==> config.mk <==
export PLATFORM = sky130hd
export DESIGN_NAME = mux4_scanner_flat
export DESIGN_NICKNAME = d
export VERILOG_FILES = /design/src/rtl/mux4_scanner_if.sv /design/src/rtl/mux4_scanner.sv /design/src/flat_wrapper.sv
export SDC_FILE = /design/constraint.sdc
export NUM_CORES = 1
export LEC_CHECK = 0
export ABC_AREA = 1
export ABC_CLOCK_PERIOD_IN_PS = 1710
export CAP_MARGIN = 20
export CORE_AREA = 2 2 56 58
export DETAILED_ROUTE_END_ITERATION = 7
export DIE_AREA = 0 0 58 60
export GPL_TIMING_DRIVEN = 0
export HOLD_SLACK_MARGIN = 0.03
export PLACE_DENSITY_LB_ADDON = 0.05
export SYNTH_ARGS = -nofsm -noshare
export SYNTH_HDL_FRONTEND = slang
export SYNTH_SLANG_ARGS = --single-unit
==> constraint.sdc <==
create_clock -name clk -period 1.71 [get_ports clk]
set_clock_uncertainty 0.05 [all_clocks]
set_input_delay 0.2565 -clock clk [delete_from_list [all_inputs] [get_ports clk]]
set_output_delay 0.2565 -clock clk [all_outputs]
set_load 0.05 [all_outputs]
==> src/rtl/mux4_scanner_if.sv <==
// Scanner bundle: start/busy/done handshake, snapshot result, and the mux select/output pair.
interface mux4_scanner_if;
  logic       start;
  logic [3:0] en_mask;
  logic       outp;
  logic [1:0] s;
  logic       busy;
  logic       done;
  logic [3:0] sample;

  modport master (output start, en_mask, outp, input s, busy, done, sample);
  modport slave  (input start, en_mask, outp, output s, busy, done, sample);
endinterface

==> src/rtl/mux4_scanner.sv <==
// Steps the mux4 select through enabled channels, dwelling DWELL cycles each, and snapshots outp.
// Optional macro MUX4_SCAN_AUTO_EN: start held at the completing edge re-arms with no IDLE cycle.
module mux4_scanner #(
  parameter int DWELL = 4,
  parameter int CNT_W = 8
) (
  input logic           clk,
  input logic           rst,
  mux4_scanner_if.slave bus
);
  typedef enum logic {IDLE, SCAN} state_t;

  localparam logic [CNT_W-1:0] LAST = CNT_W'(DWELL - 1);

  state_t           state, state_n;
  logic [1:0]       s_q, s_n;
  logic [CNT_W-1:0] cnt, cnt_n;
  logic             busy_q, busy_n;
  logic             done_q, done_n;
  logic [3:0]       sample_q, sample_n;
  logic [3:0]       mask_q, mask_n;
  logic [3:0]       higher;

  function automatic logic [1:0] lowest(input logic [3:0] v);
    if (v[0])      return 2'd0;
    else if (v[1]) return 2'd1;
    else if (v[2]) return 2'd2;
    else           return 2'd3;
  endfunction

  always_ff @(posedge clk) begin
    if (rst) begin
      state    <= IDLE;
      s_q      <= 2'd0;
      cnt      <= '0;
      busy_q   <= 1'b0;
      done_q   <= 1'b0;
      sample_q <= 4'b0000;
      mask_q   <= 4'b0000;
    end else begin
      state    <= state_n;
      s_q      <= s_n;
      cnt      <= cnt_n;
      busy_q   <= busy_n;
      done_q   <= done_n;
      sample_q <= sample_n;
      mask_q   <= mask_n;
    end
  end

  always_comb begin
    state_n  = state;
    s_n      = s_q;
    cnt_n    = cnt;
    busy_n   = busy_q;
    done_n   = 1'b0;
    sample_n = sample_q;
    mask_n   = mask_q;
    // Enabled channels strictly above the one currently selected.
    higher   = mask_q & (4'b1110 << s_q);

    case (state)
      IDLE: begin
        if (bus.start) begin
          sample_n = 4'b0000;
          if (bus.en_mask != 4'b0000) begin
            mask_n  = bus.en_mask;
            s_n     = lowest(bus.en_mask);
            cnt_n   = '0;
            busy_n  = 1'b1;
            state_n = SCAN;
          end else begin
            done_n = 1'b1;
          end
        end
      end
      SCAN: begin
        if (cnt != LAST) begin
          cnt_n = cnt + CNT_W'(1);
        end else begin
          sample_n[s_q] = bus.outp;
          cnt_n         = '0;
          if (higher != 4'b0000) begin
            s_n = lowest(higher);
          end else begin
            done_n = 1'b1;
`ifdef MUX4_SCAN_AUTO_EN
            if (bus.start && bus.en_mask != 4'b0000) begin
              mask_n   = bus.en_mask;
              sample_n = 4'b0000;
              s_n      = lowest(bus.en_mask);
            end else begin
              busy_n  = 1'b0;
              state_n = IDLE;
            end
`else
            busy_n  = 1'b0;
            state_n = IDLE;
`endif
          end
        end
      end
      default: state_n = IDLE;
    endcase
  end

  assign bus.s      = s_q;
  assign bus.busy   = busy_q;
  assign bus.done   = done_q;
  assign bus.sample = sample_q;
endmodule

==> src/flat_wrapper.sv <==
// flat-port wrapper written by rule: the top's interface ports become plain ports
module mux4_scanner_flat 
#(
  parameter int DWELL = 4,
  parameter int CNT_W = 8
)
  (clk, rst, bus_start, bus_en_mask, bus_outp, bus_s, bus_busy, bus_done, bus_sample);
  mux4_scanner_if bus_i ();
  input logic clk;
  input logic rst;
  input wire logic [$bits(bus_i.start)-1:0] bus_start;
  input wire logic [$bits(bus_i.en_mask)-1:0] bus_en_mask;
  input wire logic [$bits(bus_i.outp)-1:0] bus_outp;
  output wire logic [$bits(bus_i.s)-1:0] bus_s;
  output wire logic [$bits(bus_i.busy)-1:0] bus_busy;
  output wire logic [$bits(bus_i.done)-1:0] bus_done;
  output wire logic [$bits(bus_i.sample)-1:0] bus_sample;
  assign bus_i.start = bus_start;
  assign bus_i.en_mask = bus_en_mask;
  assign bus_i.outp = bus_outp;
  assign bus_s = bus_i.s;
  assign bus_busy = bus_i.busy;
  assign bus_done = bus_i.done;
  assign bus_sample = bus_i.sample;
  mux4_scanner #(.DWELL(DWELL), .CNT_W(CNT_W)) u_core (.clk(clk), .rst(rst), .bus(bus_i));
endmodule
==> metrics.csv, run 1 <==
stage,metric,value,unit
status,outcome,finished clean,
clocking,cts_resized,8,
worst_setup_path,critPathKind,reg -> out,
routing,drt_iter0_drc,24,
clocking,root_buffer,clkbuf_4,
clocking,insertion_delay,300,ps
sta,setup_tns,0,ps
floorplanning,core,2900,sq um
logic_synthesis,synth_warnings,0,
worst_setup_path,crit_cells,1,
power_and_ir_drop,p_per_area,816,nW/um^2
power_and_ir_drop,seq_power_share,45.8,%
worst_setup_path,crit_family,buffers and inverters,
power_and_ir_drop,ir_worst_vdd,0.668,mV
worst_setup_path,cp_slowest_cell,dlygate4sd2_1,
grt,use_met2,26.6,%
grt,busiest_layer,met2,
worst_setup_path,required,1400,ps
floorplanning,io_pins,16,
routing,vias_per_cell,4.99,
finish,seqCellArea,400,sq um
logic_synthesis,yosys.area_share.simple,42.3,%
floorplanning,initial_core_util,38.5,%
logic_synthesis,synthesis.nets,182,
logic_synthesis,synth_cell_types,23,
power_and_ir_drop,pwr-share-comb,19.4,%
worst_setup_path,worstPathMaxFanout,5,
grt,grt_max_degree,13,
logic_synthesis,synth_seq_cells,20,
worst_setup_path,r2r_cells,8,
routing,vias,1122,
grt,grt_pass1_vias,1012,
finish,nNetsFinal,202,
finish,multiInputGateArea,616,sq um
power_and_ir_drop,power,1.10,mW
grt,track_usage,16.2,%
routing,drc,0,
logic_synthesis,synth_compound_area_share,11.6,%
worst_setup_path,worstSetupEndpointType,primary output,
logic_synthesis,yosys-top-cells-area,"dfxtp_1 (36%), nand2_1 (17%), nor2_1 (8.1%), inv_1 (6.4%), nand3_1 (6.3%)",
sta,relSlewSlack,62.1,%
sta,period_share,90.6,%
logic_synthesis,muxShareOfSynthArea,0,%
logic_synthesis,synth_top_family_by_area,simple AND/OR/NAND/NOR gates,
sta,holdWs,422,ps
logic_synthesis,synth_area,1120,sq um
worst_setup_path,max_stage_delay,550,ps
logic_synthesis,synth_top_cell_area_share,35.8,%
finish,diodes,0,
routing,drt_pre_antenna_iters,4,
worst_setup_path,worstPathCellList,dlygate4sd2_1,
floorplanning,dieArea,3480,sq um
clocking,ctsHoldBuffers,0,
run,maxCapViolations,0,
logic_synthesis,postSynthAreaPerCell,6.46,sq um
sta,rsz0062_at_grt,false,
grt,grt_antenna_before_repair,0,
clocking,post-cts-setup-buffer-count,0,
finish,fillers,313,
worst_setup_path,cp_data_arrival_time,1240,ps
routing,wl_per_cell,11.2,microns
floorplanning,row_count,20,
floorplanning,dieHeight,60,microns
power_and_ir_drop,clockPowerShare,34.7,%
logic_synthesis,synth_xor_area_share,0,%
placement,gp_congestion,0.783,
grt,grt_pass1_wl,4.33,mm
routing,drtAntennaViolNets,0,
clocking,path_clk_slew,100,ps
power_and_ir_drop,swShare,28.0,%
hold_path,hp-class,reg -> reg,
grt,gr-usage-met1,21.4,%
clocking,clockBufferDepth,2,
placement,port-buffer-count,15,
clocking,cts_buffers,3,
clocking,cts_max_level,1,
placement,dp_hpwl,1.92,mm
worst_setup_path,critPathLaunchType,flop,
sta,setup_viol,0,
sta,min_period,1550,ps
sta,final-hold-violation-count,0,
logic_synthesis,ys_seq_area_share,35.8,%
floorplanning,die_x,58,microns
sta,timing.fmax,646,MHz
worst_setup_path,cp.buffers_inverters,1,
clocking,cts_num_sinks,20,
finish,area.growth.synth_to_final,20.9,%
grt,met3_usage,2.60,%
clocking,cts_tree,built,
power_and_ir_drop,cellLeakagePower,0.610,nW
logic_synthesis,yosysTopAreaCell,dfxtp_1,
sta,slew_violations,0,
grt,gr-total-overflow,0,
hold_path,whs_path_depth,2,
power_and_ir_drop,intPower,0.794,mW
logic_synthesis,synthAdderAreaFrac,1.12,%
finish,final_layout_size_suffix_gt1_share,12.5,%
sta,worst_slew_pin_slew,568,ps
logic_synthesis,netlist_instances,173,
power_and_ir_drop,p_sw,0.308,mW
routing,wl,2.52,mm
==> layer usage <==
metal  routed length (microns)  up-vias
met2                      1140       26
met4                        19        0
met3                       109        2
met5                         0        -
li1                          -      586
met1                      1240      508
==> registers in the layout (all words and copies together), names as in the netlist <==
signal             cells
u_core.cnt             8
u_core.bus.sample      4
u_core.mask_q          3
u_core.bus.s           2
u_core.bus.busy        1
u_core.bus.done        1
u_core.state           1
==> tightest hold or removal path, cell delays in order, from the launching register on <==
cell and delay, ps:
dfxtp_1 330, nand2_1 60, a21oi_1 50
==> cell type report <==
type | instances | share of cell area [%]
plain buffers | 2 | 0.833
clock buffers | 3 | 1.67
clock inverters | 1 | 2.22
inverters | 24 | 6.67
multi-input cells | 127 | 45.6
flip-flops and latches | 20 | 29.6
well taps | 33 | 3.06
repair buffers | 15 | 10.4
==> path summary, 6_finish.rpt <==
check              startpoint               end  slack, ps
min          u_core.mask_q[2]  u_core.mask_q[2]        420
max reg2reg     u_core.cnt[0]   u_core.bus.s[0]        260
max           u_core.bus.s[1]          bus_s[1]        160
min reg2reg  u_core.mask_q[2]  u_core.mask_q[2]        420
==> Yosys cell counts <==
cell / instances
nor3_1: 3
nand2_1: 50
a211oi_1: 1
nor2_2: 4
nand3_2: 1
a21oi_1: 12
nand2_2: 2
a21oi_2: 1
o21ai_1: 1
o21ai_4: 1
nand2_4: 2
ha_1: 1
inv_1: 19
inv_2: 5
nor2_4: 3
clkbuf_1: 1
nand4_1: 1
buf_4: 1
dfxtp_1: 20
nor2_1: 24
o21ai_0: 5
nand3_1: 14
o21bai_1: 1
==> per-stage QoR <==
| stage | util [%] | cells | setup WS, ps | area [sq um] |
|---|---|---|---|---|
| 2_1_floorplan | - | 173 | 249 | 1120 |
| 3_3_place_gp | 45.1 | 221 | 19.9 | 1310 |
| 3_5_place_dp | 45.1 | 221 | 17.4 | 1310 |
| 4_1_cts | 46.6 | 225 | 151 | 1350 |
| 5_1_grt | 46.6 | 225 | 82.7 | 1350 |
| 6_report | 46.6 | 225 | 161 | 1350 |
==> kinds of logic after synthesis <==
group | count (synthesis)
simple gates | 104
buf+inv | 26
compound gates | 22
flops | 20
fa+ha+maj | 1
==> layout by cell type, fill, tap and decap left out, types with 3 or more instances in the layout <==
cell	instances
nor2_2	4
nor3_1	3
nor2_4	3
nand3_1	14
clkbuf_4	3
inv_1	19
dlygate4sd2_1	8
nand2_1	50
nor2_1	24
o21ai_0	5
inv_2	5
dfxtp_1	20
clkdlybuf4s50_1	7
a21oi_1	12
==> power by group through the flow <==
stage	Clock [mW]	Combinational (mW)	Sequential, mW
after floorplan	0	0.116	0.550
after global placement	0	0.220	0.515
after detailed placement	0	0.222	0.516
after CTS	0.400	0.216	0.505
after global routing	0.418	0.240	0.509
final	0.383	0.214	0.505
No activity file was read; power rests on OpenSTA's default activity.
==> run 2: changes to the inputs <==
Settings changed: ABC_AREA 1 to unset, CORE_AREA 2 2 56 58 to 2 2 53 55, CTS_CLUSTER_SIZE set to 25, DIE_AREA 0 0 58 60 to 0 0 55 57.
==> metrics.csv, run 2 <==
stage,metric,value,unit,change
status,outcome,finished clean,,
routing,drt_iter0_drc,12,,-50%
run,maxCapViolations,0,,unchanged
routing,wl_per_cell,14.5,microns,+30%
finish,diodes,0,,unchanged
logic_synthesis,synth_cell_types,35,,+52%
clocking,cts_num_sinks,20,,unchanged
placement,gp_congestion,0.735,,-6.1%
sta,setup_viol,0,,unchanged
routing,drc,0,,unchanged
routing,drtAntennaViolNets,0,,unchanged
finish,multiInputGateArea,602,sq um,-2.2%
worst_setup_path,worstPathCellList,clkdlybuf4s15_1,,
grt,track_usage,17.0,%,+0.84 points
clocking,path_clk_slew,110,ps,about the same
placement,dp_cells,156,,-29%
logic_synthesis,yosys_most_used_dff,dfxtp_1,,
routing,vias_per_cell,5.62,,+13%
floorplanning,core,2620,sq um,-9.9%
clocking,cts_tree,built,,
logic_synthesis,async_flop_share,0,%,unchanged
worst_setup_path,cp_data_arrival_time,1340,ps,+100 ps
grt,grt_max_degree,11,,-2
routing,wl,2.40,mm,-4.8%
finish,largest_register_ffs,8,,unchanged
floorplanning,io_pins,16,,unchanged
worst_setup_path,worstPathMaxFanout,9,,+4
sta,relSlewSlack,64.0,%,+1.8 points
floorplanning,dieHeight,57,microns,-5.0%
worst_setup_path,max_stage_delay,540,ps,about the same
worst_setup_path,cp_slowest_cell,clkdlybuf4s15_1,,
logic_synthesis,synth_area,1000,sq um,-11%
finish,final_cell_mix,"dfxtp_1 (18), nand2_1 (8)",,
finish,fin_cells,165,,-27%
grt,grt_antenna_before_repair,0,,unchanged
finish,regMostFlops,u_core.cnt,,
logic_synthesis,synth_edf_count,0,,unchanged
clocking,ctsHoldBuffers,0,,unchanged
clocking,insertion_delay,300,ps,about the same
clocking,clockBufferDepth,2,,unchanged
routing,vias,927,,-17%
sta,timing.fmax,606,MHz,-6.1%
sta,period_share,96.5,%,+5.9 points
power_and_ir_drop,cellLeakagePower,0.512,nW,-16%
finish,mostFrequentLayoutCell,dfxtp_1,,
logic_synthesis,yosysTopAreaCell,dfxtp_1,,
placement,dp_hpwl,1.67,mm,-13%
power_and_ir_drop,ir_worst_vdd,0.370,mV,-45%
logic_synthesis,yosysMostFrequentCell,dfxtp_1,,
worst_setup_path,worstSetupEndpointType,primary output,,
grt,gr-total-overflow,0,,unchanged
finish,seqCellArea,403,sq um,+0.62%
placement,port-buffer-count,14,,-1
logic_synthesis,ys_seq_area_share,40.1,%,+4.2 points
worst_setup_path,crit_family,buffers and inverters,,
worst_setup_path,cp.buffers_inverters,1,,unchanged
floorplanning,row_count,19,,-5.0%
clocking,cts_max_level,1,,unchanged
logic_synthesis,postSynthAreaPerCell,9.01,sq um,+39%
floorplanning,die_x,55,microns,-5.2%
finish,final_layout_size_suffix_gt1_share,17.2,%,+4.7 points
sta,holdWs,213,ps,-208 ps
routing,drt_pre_antenna_iters,6,,+2
logic_synthesis,yosys-top-cells-area,"dfxtp_1 (40%), a311oi_1 (6.1%), mux2i_1 (5.0%), a21oi_1 (4.0%), nand2_1 (3.4%)",,
logic_synthesis,synth_warnings,0,,unchanged
worst_setup_path,required,1400,ps,about the same
clocking,root_buffer,clkbuf_4,,
sta,min_period,1650,ps,+101 ps
worst_setup_path,critPathLaunchType,flop,,
sta,final-hold-violation-count,0,,unchanged
sta,rsz0062_at_grt,false,,
power_and_ir_drop,p_per_area,703,nW/um^2,-14%
grt,grt_pass1_vias,850,,-16%
clocking,cts_buffers,3,,unchanged
floorplanning,initial_core_util,38.2,%,-0.26 points
logic_synthesis,ys_top_cells_by_count,"dfxtp_1 (20), nand2_1 (9), a21oi_1 (8)",,
sta,slew_violations,0,,unchanged
logic_synthesis,synthesis.nets,120,,-34%
grt,grt_pass1_wl,3.91,mm,-9.7%
power_and_ir_drop,power,0.903,mW,-18%
finish,fillers,271,,-13%
sta,worst_slew_pin_slew,541,ps,-27.2 ps
finish,nNetsFinal,145,,-28%
floorplanning,dieArea,3140,sq um,-9.9%
logic_synthesis,synth_seq_cells,20,,unchanged
worst_setup_path,critPathKind,reg -> out,,
hold_path,hp-class,in -> reg,,
logic_synthesis,netlist_instances,111,,-36%
logic_synthesis,synth_top_cell_area_share,40.1,%,+4.2 points
finish,area.growth.synth_to_final,28.5,%,
-- run 2: report_power, final --
part	switching, mW	total (mW)	internal [mW]
clock network	0.147	0.229	0.0822
logic	0.0965	0.173	0.0760
registers	0.0199	0.501	0.482
total	0.263	0.903	0.640
-- run 2: worst reg2reg max path, cell delays in order (launching register included) --
cell and delay, ps:
dfxtp_2 370, ha_4 150, nor4b_4 290, buf_4 190, nand4_1 150, o211ai_1 200
o31ai_1 90
-- run 2: metrics by stage --
step	setup WS [ps]	instance area, sq um	utilization [%]	setup TNS (ps)
final	60.1	1280	49.1	0
after global routing	3.04	1280	49.1	0
after CTS	4.47	1240	47.5	0
after detailed placement	-449	1180	45.2	-3580
after global placement	-455	1180	45.2	-3650
after floorplan	10.6	1000	-	0
-- run 2: logic make-up after synthesis --
logic type,count (synthesis),share of synthesized area [%]
adders and majority gates,1,1.25
and+or+nand+nor,42,25.2
AOI/OAI and AO/OA,35,24.8
buffers and inverters,8,3.75
muxes,5,5.01
DFF,20,40.0
-- run 2: cell type report --
| cell class | instances | share of cell area (%) |
|---|---|---|
| flip-flops and latches | 20 | 31.4 |
| inverters | 3 | 0.876 |
| plain buffers | 4 | 1.56 |
| repair buffers | 21 | 14.6 |
| clock buffers | 3 | 1.75 |
| multi-input cells | 83 | 46.8 |
| well taps | 31 | 3.02 |
-- run 2: per-layer routing --
layer,track usage (%),vias to the layer above,wire [microns]
met1,23.5,441,1150
met5,0,-,0
met2,26.0,14,1140
met4,7.32,0,31
li1,-,468,-
met3,2.62,4,72
-- run 2: final timing paths --
check | from | end | slack, ps | cells past startpoint
setup / recovery | u_core.bus.s[1] | bus_s[1] | 60 | 1
hold / removal | bus_en_mask[1] | u_core.mask_q[1] | 210 | 3
setup reg to reg | u_core.cnt[1] | u_core.bus.sample[2] | 110 | 6
hold reg to reg | u_core.bus.sample[3] | u_core.bus.sample[3] | 450 | 2
-- run 2: repair_timing --
action | in CTS | in global routing
gates resized for setup | 13 | 11
setup buffers | 3 | 4
setup endpoints to repair | 11 | 10
pin swaps | 1 | 4
